$ cat config.mk
export PLATFORM = sky130hd
export DESIGN_NAME = pipeline_hazard_ctrl
export DESIGN_NICKNAME = d
export VERILOG_FILES = /design/src/rtl/pipeline_hazard_ctrl.sv
export SDC_FILE = /design/constraint.sdc
export NUM_CORES = 1
export LEC_CHECK = 0
export CORE_MARGIN = 2
export CORE_UTILIZATION = 49
export DETAILED_ROUTE_END_ITERATION = 16
export GPL_TIMING_DRIVEN = 0
export PLACE_DENSITY = 0.88
export SLEW_MARGIN = 20
export SYNTH_ARGS = -nofsm -noshare
export SYNTH_HDL_FRONTEND = slang
export SYNTH_SLANG_ARGS = --single-unit
$ cat constraint.sdc
create_clock -name CLOCK_50 -period 4.1 [get_ports CLOCK_50]
set_clock_uncertainty 0.2 [all_clocks]
set_input_delay 0.82 -clock CLOCK_50 [delete_from_list [all_inputs] [get_ports CLOCK_50]]
set_output_delay 0.82 -clock CLOCK_50 [all_outputs]
set_load 0.05 [all_outputs]
$ cat src/rtl/pipeline_hazard_ctrl.sv
// Stall/flush scheduler for the 5-stage RV32I pipeline: stage enables, flushes, mem wait, halt drain.
// Define HAZARD_PERF_EN to add the saturating stall_cnt/flush_cnt performance counters.
module pipeline_hazard_ctrl #(
  parameter int unsigned DRAIN_CYCLES = 3,
  parameter int unsigned MEM_TIMEOUT  = 64,
  parameter int unsigned CNT_W        = 16
) (
  input  logic             CLOCK_50,
  input  logic             rst_n,
  input  logic [4:0]       id_rs1,
  input  logic [4:0]       id_rs2,
  input  logic             id_use_rs1,
  input  logic             id_use_rs2,
  input  logic             id_hlt,
  input  logic [4:0]       ex_rd,
  input  logic             ex_mem_read,
  input  logic             ex_redirect,
  input  logic             mem_req,
  input  logic             mem_ready,
  input  logic             resume,
  output logic             pc_en,
  output logic             ifid_en,
  output logic             idex_en,
  output logic             exmem_en,
  output logic             memwb_en,
  output logic             pc_redirect,
  output logic             ifid_flush,
  output logic             idex_flush,
  output logic             halted,
  output logic             mem_timeout_err,
`ifdef HAZARD_PERF_EN
  output logic [CNT_W-1:0] stall_cnt,
  output logic [CNT_W-1:0] flush_cnt,
`endif
  output logic [2:0]       state
);

  localparam int unsigned DW = (DRAIN_CYCLES > 1) ? $clog2(DRAIN_CYCLES) : 1;
  localparam int unsigned WW = $clog2(MEM_TIMEOUT + 1);

  typedef enum logic [2:0] {
    RUN      = 3'd0,
    MEM_WAIT = 3'd1,
    DRAIN    = 3'd2,
    HALTED   = 3'd3
  } state_t;

  state_t        state_q, state_d, ret_q, ret_d, mode;
  logic [WW-1:0] wait_q, wait_d;
  logic [DW-1:0] drain_q, drain_d;
  logic          halted_q, halted_d;
  logic          err_q, err_d;
  logic          mem_stall, load_use;

  assign mem_stall = mem_req & ~mem_ready;
  assign load_use  = ex_mem_read & (ex_rd != 5'd0) &
                     ((id_use_rs1 & (ex_rd == id_rs1)) | (id_use_rs2 & (ex_rd == id_rs2)));

  always_comb begin
    {pc_en, ifid_en, idex_en, exmem_en, memwb_en} = '0;
    {pc_redirect, ifid_flush, idex_flush}         = '0;
    state_d  = state_q;
    ret_d    = ret_q;
    wait_d   = wait_q;
    drain_d  = drain_q;
    halted_d = halted_q;
    err_d    = err_q;
    // A completing access in MEM_WAIT runs the origin state's logic this cycle,
    // so a held redirect/hazard/halt is acted on exactly once.
    mode = state_q;
    if (state_q == MEM_WAIT && mem_ready) mode = ret_q;

    case (mode)
      RUN: begin
        {pc_en, ifid_en, idex_en, exmem_en, memwb_en} = '1;
        state_d = RUN;
        if (mem_stall) begin
          {pc_en, ifid_en, idex_en, exmem_en, memwb_en} = '0;
          state_d = MEM_WAIT;
          ret_d   = RUN;
          wait_d  = WW'(1);
        end else if (ex_redirect) begin
          {pc_redirect, ifid_flush, idex_flush} = '1;
        end else if (load_use) begin
          pc_en      = 1'b0;
          ifid_en    = 1'b0;
          idex_flush = 1'b1;
        end else if (id_hlt) begin
          pc_en      = 1'b0;
          ifid_flush = 1'b1;
          state_d    = DRAIN;
          drain_d    = '0;
        end
      end
      DRAIN: begin
        state_d = DRAIN;
        if (mem_stall) begin
          state_d = MEM_WAIT;
          ret_d   = DRAIN;
          wait_d  = WW'(1);
        end else if (ex_redirect) begin
          {pc_en, ifid_en, idex_en, exmem_en, memwb_en} = '1;
          {pc_redirect, ifid_flush, idex_flush}         = '1;
          state_d = RUN;
        end else begin
          {ifid_en, idex_en, exmem_en, memwb_en} = '1;
          ifid_flush = 1'b1;
          drain_d    = drain_q + DW'(1);
          if (drain_q == DW'(DRAIN_CYCLES - 1)) begin
            state_d  = HALTED;
            halted_d = 1'b1;
          end
        end
      end
      MEM_WAIT: begin
        if (wait_q == WW'(MEM_TIMEOUT)) begin
          err_d    = 1'b1;
          halted_d = 1'b1;
          state_d  = HALTED;
        end else begin
          wait_d = wait_q + WW'(1);
        end
      end
      HALTED: begin
        halted_d = 1'b1;
        if (resume) begin
          halted_d = 1'b0;
          state_d  = RUN;
        end
      end
      default: begin
        state_d  = RUN;
        halted_d = 1'b0;
      end
    endcase

    if (!rst_n) begin
      {pc_en, ifid_en, idex_en, exmem_en, memwb_en} = '0;
      pc_redirect = 1'b0;
      ifid_flush  = 1'b1;
      idex_flush  = 1'b1;
    end
  end

  always_ff @(posedge CLOCK_50 or negedge rst_n) begin
    if (!rst_n) begin
      state_q  <= RUN;
      ret_q    <= RUN;
      wait_q   <= '0;
      drain_q  <= '0;
      halted_q <= 1'b0;
      err_q    <= 1'b0;
    end else begin
      state_q  <= state_d;
      ret_q    <= ret_d;
      wait_q   <= wait_d;
      drain_q  <= drain_d;
      halted_q <= halted_d;
      err_q    <= err_d;
    end
  end

  assign state           = state_q;
  assign halted          = halted_q;
  assign mem_timeout_err = err_q;

`ifdef HAZARD_PERF_EN
  logic [CNT_W-1:0] stall_cnt_q, flush_cnt_q;
  logic             stall_evt;

  // A load-use bubble is the only case flushing ID/EX without flushing IF/ID.
  assign stall_evt = (idex_flush & ~ifid_flush) | (state_q == MEM_WAIT);

  always_ff @(posedge CLOCK_50 or negedge rst_n) begin
    if (!rst_n) begin
      stall_cnt_q <= '0;
      flush_cnt_q <= '0;
    end else if (state_q != HALTED) begin
      if (stall_evt && stall_cnt_q != '1)   stall_cnt_q <= stall_cnt_q + CNT_W'(1);
      if (pc_redirect && flush_cnt_q != '1) flush_cnt_q <= flush_cnt_q + CNT_W'(1);
    end
  end

  assign stall_cnt = stall_cnt_q;
  assign flush_cnt = flush_cnt_q;
`endif

endmodule

# Word level (Yosys, flattened, before mapping)
# Index checks and enable logic that the tools add are counted.
# totals
regBits,17
inputBits,25
out_inout_bits,13
# classes
addsub,2
eq_ne,21
n_mux,59
n_bitwise,8
reduce_logical,12
# op_table
operator,n
$mux 1,31
$mux 2,12
$ne 2x2->1 const B,12
$mux 3,5
$mux 7,2
$pmux 7 s2,1
$pmux 3 s4,1
$eq 5x5->1,2
$pmux 1 s2,4
$add 7x1->7 const B,1
$eq 7x7->1 const B,1
$reduce_and 7->1,1
$eq 3x1->1 const B,2
$eq 3x2->1 const B,2
$pmux 3 s2,1
$reduce_and 3->1,2
$and 1x1->1,5
$reduce_and 5->1,1
$reduce_bool 5->1,1
$pmux 1 s4,1
$pmux 2 s2,1
$reduce_and 2->1,2
$reduce_bool 2->1,2
$logic_not 3->1,1
7 further kinds,8

# Longest topological paths before layout
# logic_depth
ltp_word,9
ltp_mapped,10

# Worst setup path after synthesis
# No wires, ideal clock.
# synth_timing
kind,input-to-output
start,input port mem_ready
end,output port idex_flush
arrival_time_ps,3217
required_ps,3080
path_slack_ps,-137
path_stages,4
path_buffers,0
path_cell_list,a31oi_1 ha_1 nand2_1 o311ai_0
# synth_via
elab_chain_len,5
word_cells_on_any_way,10
# synth_lines
item,line,text
"start, declared",19,"input logic mem_ready,"
$logic_and 1x1->1 or $not 1->1 (tied branches),"71, 55",
$mux 3 or $and 1x1->1 (tied branches),"71, 55",
"$eq 3x2->1, or another cell as far along",73,case (mode)
$pmux 1 s2 *,73,
$mux 1 *,137,if (!rst_n) begin
"end, declared",28,"output logic idex_flush,"
# Mark *: on every way between the ends. The rest lies on a longest branch, timed or not.

# Worst setup path in the final report
# layout_timing
start,input port rst_n
end,output port pc_en
# layout_via
elab_chain_len,1
# layout_lines
item,line,text
"start, declared",9,"input logic rst_n,"
$mux 1,137,
"end, declared",21,"output logic pc_en,"
# No other way between the ends.

==> flow_summary.toml <==
[status]
status = "complete, no violations"

[worst_setup_path]
crit_arrival_ns = 2.81
critical_path.startpoint_type = "input port"
timing.critical_path.slowest_stage_cell = "clkdlybuf4s50_1"
end_kind = "primary output"
cp_cell_sequence = "clkdlybuf4s50_1 > or4b_2 > o22ai_1 > buf_4"
worstPathMaxFanout = 18
r2r-start = "state[0]"
reg2reg_slack_ns = 1.66
worstPathRequired_ns = 3.08
setup.worst_path.class = "input port to primary output"
crit-reg2reg-capture = "drain_q[1]"
critical_path.max_stage_delay_ns = 0.95
worstRegToRegCells = 6

[power]
power_per_cell_area_nw_per_um2 = 554
report.power.total_uw = 882
p_leak_nw = 0.673
irDropWorstVdd_uv = 383

[timing]
min_period_ns = 3.83
fin_setup_tns_ns = 0
timing.final.hold_violations = 0
max_freq_ghz = 0.261
fin_worst_hold_slack_ns = 0.272
worstMarginPinSlew_ns = 0.747
setup_viol_count_final = 0
unrepaired_setup_endpoints_after_global_routing = "false"
max_slew_headroom_pct = 50.1
report.final.slew_viol_count = 0
timing.final.crit_share_pct = 93.3

[grt]
grt_start_max_net_pins = 19
antenna_violations_before_repair = 0
grt_overflow_total = 0
wire_length_of_the_first_global_routing_pass_mm = 4.71
groute.usage.overall_pct = 23.4
grt_pass1_vias = 1125

[placed_design]
place.detailed.hpwl_mm = 2.20
port-buffer-count = 35
gp_routability_congestion = 0.815
numPlacedInstances = 204

[yosys]
asyncSetResetFlopFracSynth_pct = 100
yosys_top_cell_area_share_pct = 30.4
yosys_register_bits = 14
synth_top_cells_by_area = "dfrtp_1 (30%), xnor2_1 (7.6%), ha_1 (6.5%)"
synth.largest_area_cell = "dfrtp_1"
synth.yosys.seq_area_share_pct = 30.4
mean_post_synth_cell_area_um2 = 8.17
synth-edff-count = 0
synthesis.nets = 172
yosysWarningCount = 0
synth.cell_area_um2 = 1150
yosys_most_used_dff = "dfrtp_1"
syn_inst = 141
yosys.cell_types.count = 39

[finish]
mostFrequentLayoutCell = "clkdlybuf4s50_1"
post_route_cells_drive_above_1_share_pct = 13.9
nNetsFinal = 212
mostFrequentLayoutCells = "clkdlybuf4s50_1 (26), nand2_1 (18), dfrtp_1 (14)"
num-fill-cells = 171
antennaDiodeCount = 0
post_layout_nonfiller_instances = 208
flow.area_growth_from_synthesis_pct = 38.2

[flow_run]
maxCapViolCount = 0

[floorplanning]
floorplan.rows = 17
coreArea_um2 = 2210
dieArea_um2 = 2760
floorplan.die.width_um = 52.5
dieHeight_um = 52.5
initial_utilization_pct = 52.1
ports_placed_on_the_boundary = 38

[clock_tree]
cts-htree-levels = 1
clock_transition_time_at_the_flip_flop_clock_pins_of_the_worst_setup_and_hold_paths_ns = 0.08
clk_latency_ns = 0.28
clock_tree_buf_depth = 2
clkSinkCount = 14
cts_tree = "built"
hold_buffers = 0
clock-root-buffer = "clkbuf_4"
tritoncts.num_buffers = 3

[worst_hold_path]
min_delay_worst_endpoint = "mem_timeout_err"
whs_path_depth = 1
min-delay-path-class = "register to register"
hp-start = "mem_timeout_err"

[routing]
wirelength_mm = 2.82
vias_per_std_cell = 5.64
post_drt_wl_per_cell_um = 13.6
drcViolationCount = 0
drtAntennaViolNets = 0
route.vias.total = 1173
detailedRoute.firstIterationViolations = 29
drtPass1Iterations = 4
## critical path: cells and delay by family
family	cells	cell delay [ns]
and+or+nand+nor	1	0.64
buffers and inverters	2	1.18
AOI/OAI and AO/OA	1	0.16
## logic make-up after synthesis
kind of cell,Yosys count,share of synthesized area [%]
adders and majority gates,6,6.51
xor gates and xnor gates,10,7.60
other,1,0.325
muxes,5,4.45
and+or+nand+nor,49,20.5
DFF,14,30.4
buffers and inverters,18,6.95
AOI/OAI and AO/OA,38,23.2
## per-stage QoR
stage	cell area, µm²	util, %	setup WS [ns]
finish	1590	72.0	0.274
global route	1590	72.0	0.138
CTS	1590	71.9	-0.0151
detailed placement	1540	69.5	-0.814
global placement	1540	69.5	-0.716
floorplan	1150	-	0.113
## worst max-delay path by stage
| stage | start | to | slack, ns | depth (start not counted) |
|---|---|---|---|---|
| finish | rst_n | pc_en | 0.27 | 4 |
| global route | rst_n | pc_en | 0.14 | 4 |
| CTS | mem_ready | pc_en | -0.02 | 10 |
| detailed placement | mem_ready | pc_en | -0.81 | 10 |
| global placement | mem_ready | pc_en | -0.72 | 10 |
| floorplan | mem_ready | pc_en | 0.11 | 8 |
## Yosys cell counts, types with 3 or more instances
| master | count |
|---|---|
| inv_1 | 11 |
| buf_4 | 3 |
| clkbuf_1 | 3 |
| a21oi_1 | 9 |
| nand3_1 | 3 |
| a31oi_1 | 3 |
| nor2_1 | 10 |
| nor3_1 | 4 |
| mux2i_1 | 4 |
| o21ai_0 | 7 |
| nor2b_1 | 4 |
| ha_1 | 6 |
| dfrtp_1 | 14 |
| xnor2_1 | 10 |
| nand2_1 | 18 |
## routing by layer
metal | track usage [%] | vias to the layer above | part of all wire (%)
met5 | 0 | - | 0
met3 | 4.29 | 5 | 4.4
li1 | - | 572 | -
met4 | 7.69 | 0 | 1.2
met1 | 29.2 | 556 | 43
met2 | 40.2 | 40 | 51
## layout make-up
type / count / area (µm²) / share of cell area [%]
Inverter: 11 / 41.3 / 2.59
Multi-Input combinational cell: 109 / 724 / 45.5
Tap cell: 28 / 35.0 / 2.20
Buffer: 7 / 48.8 / 3.06
Sequential cell: 14 / 350 / 22.0
Clock buffer: 4 / 36.3 / 2.28
Timing Repair Buffer: 35 / 357 / 22.4
## where the power goes
group	switching [mW]	internal, mW	total, mW	leakage (nW)
registers	0.0352	0.176	0.212	0.183
clock network	0.0452	0.0541	0.0993	0.0210
logic	0.348	0.223	0.571	0.469
total	0.428	0.454	0.882	0.673
## state kept, by name (all words and copies together) (netlist names)
signal / flops
wait_q: 7
drain_q: 2
state: 2
halted: 1
mem_timeout_err: 1
ret_q: 1
## timing repair
item                       CTS  global route
setup endpoints to repair    8             6
pin swaps                    0             0
buffers inserted             0             0
gates resized for setup     29             1
cloned                       0             0
Note: power is estimated with default switching activity, not from simulation.
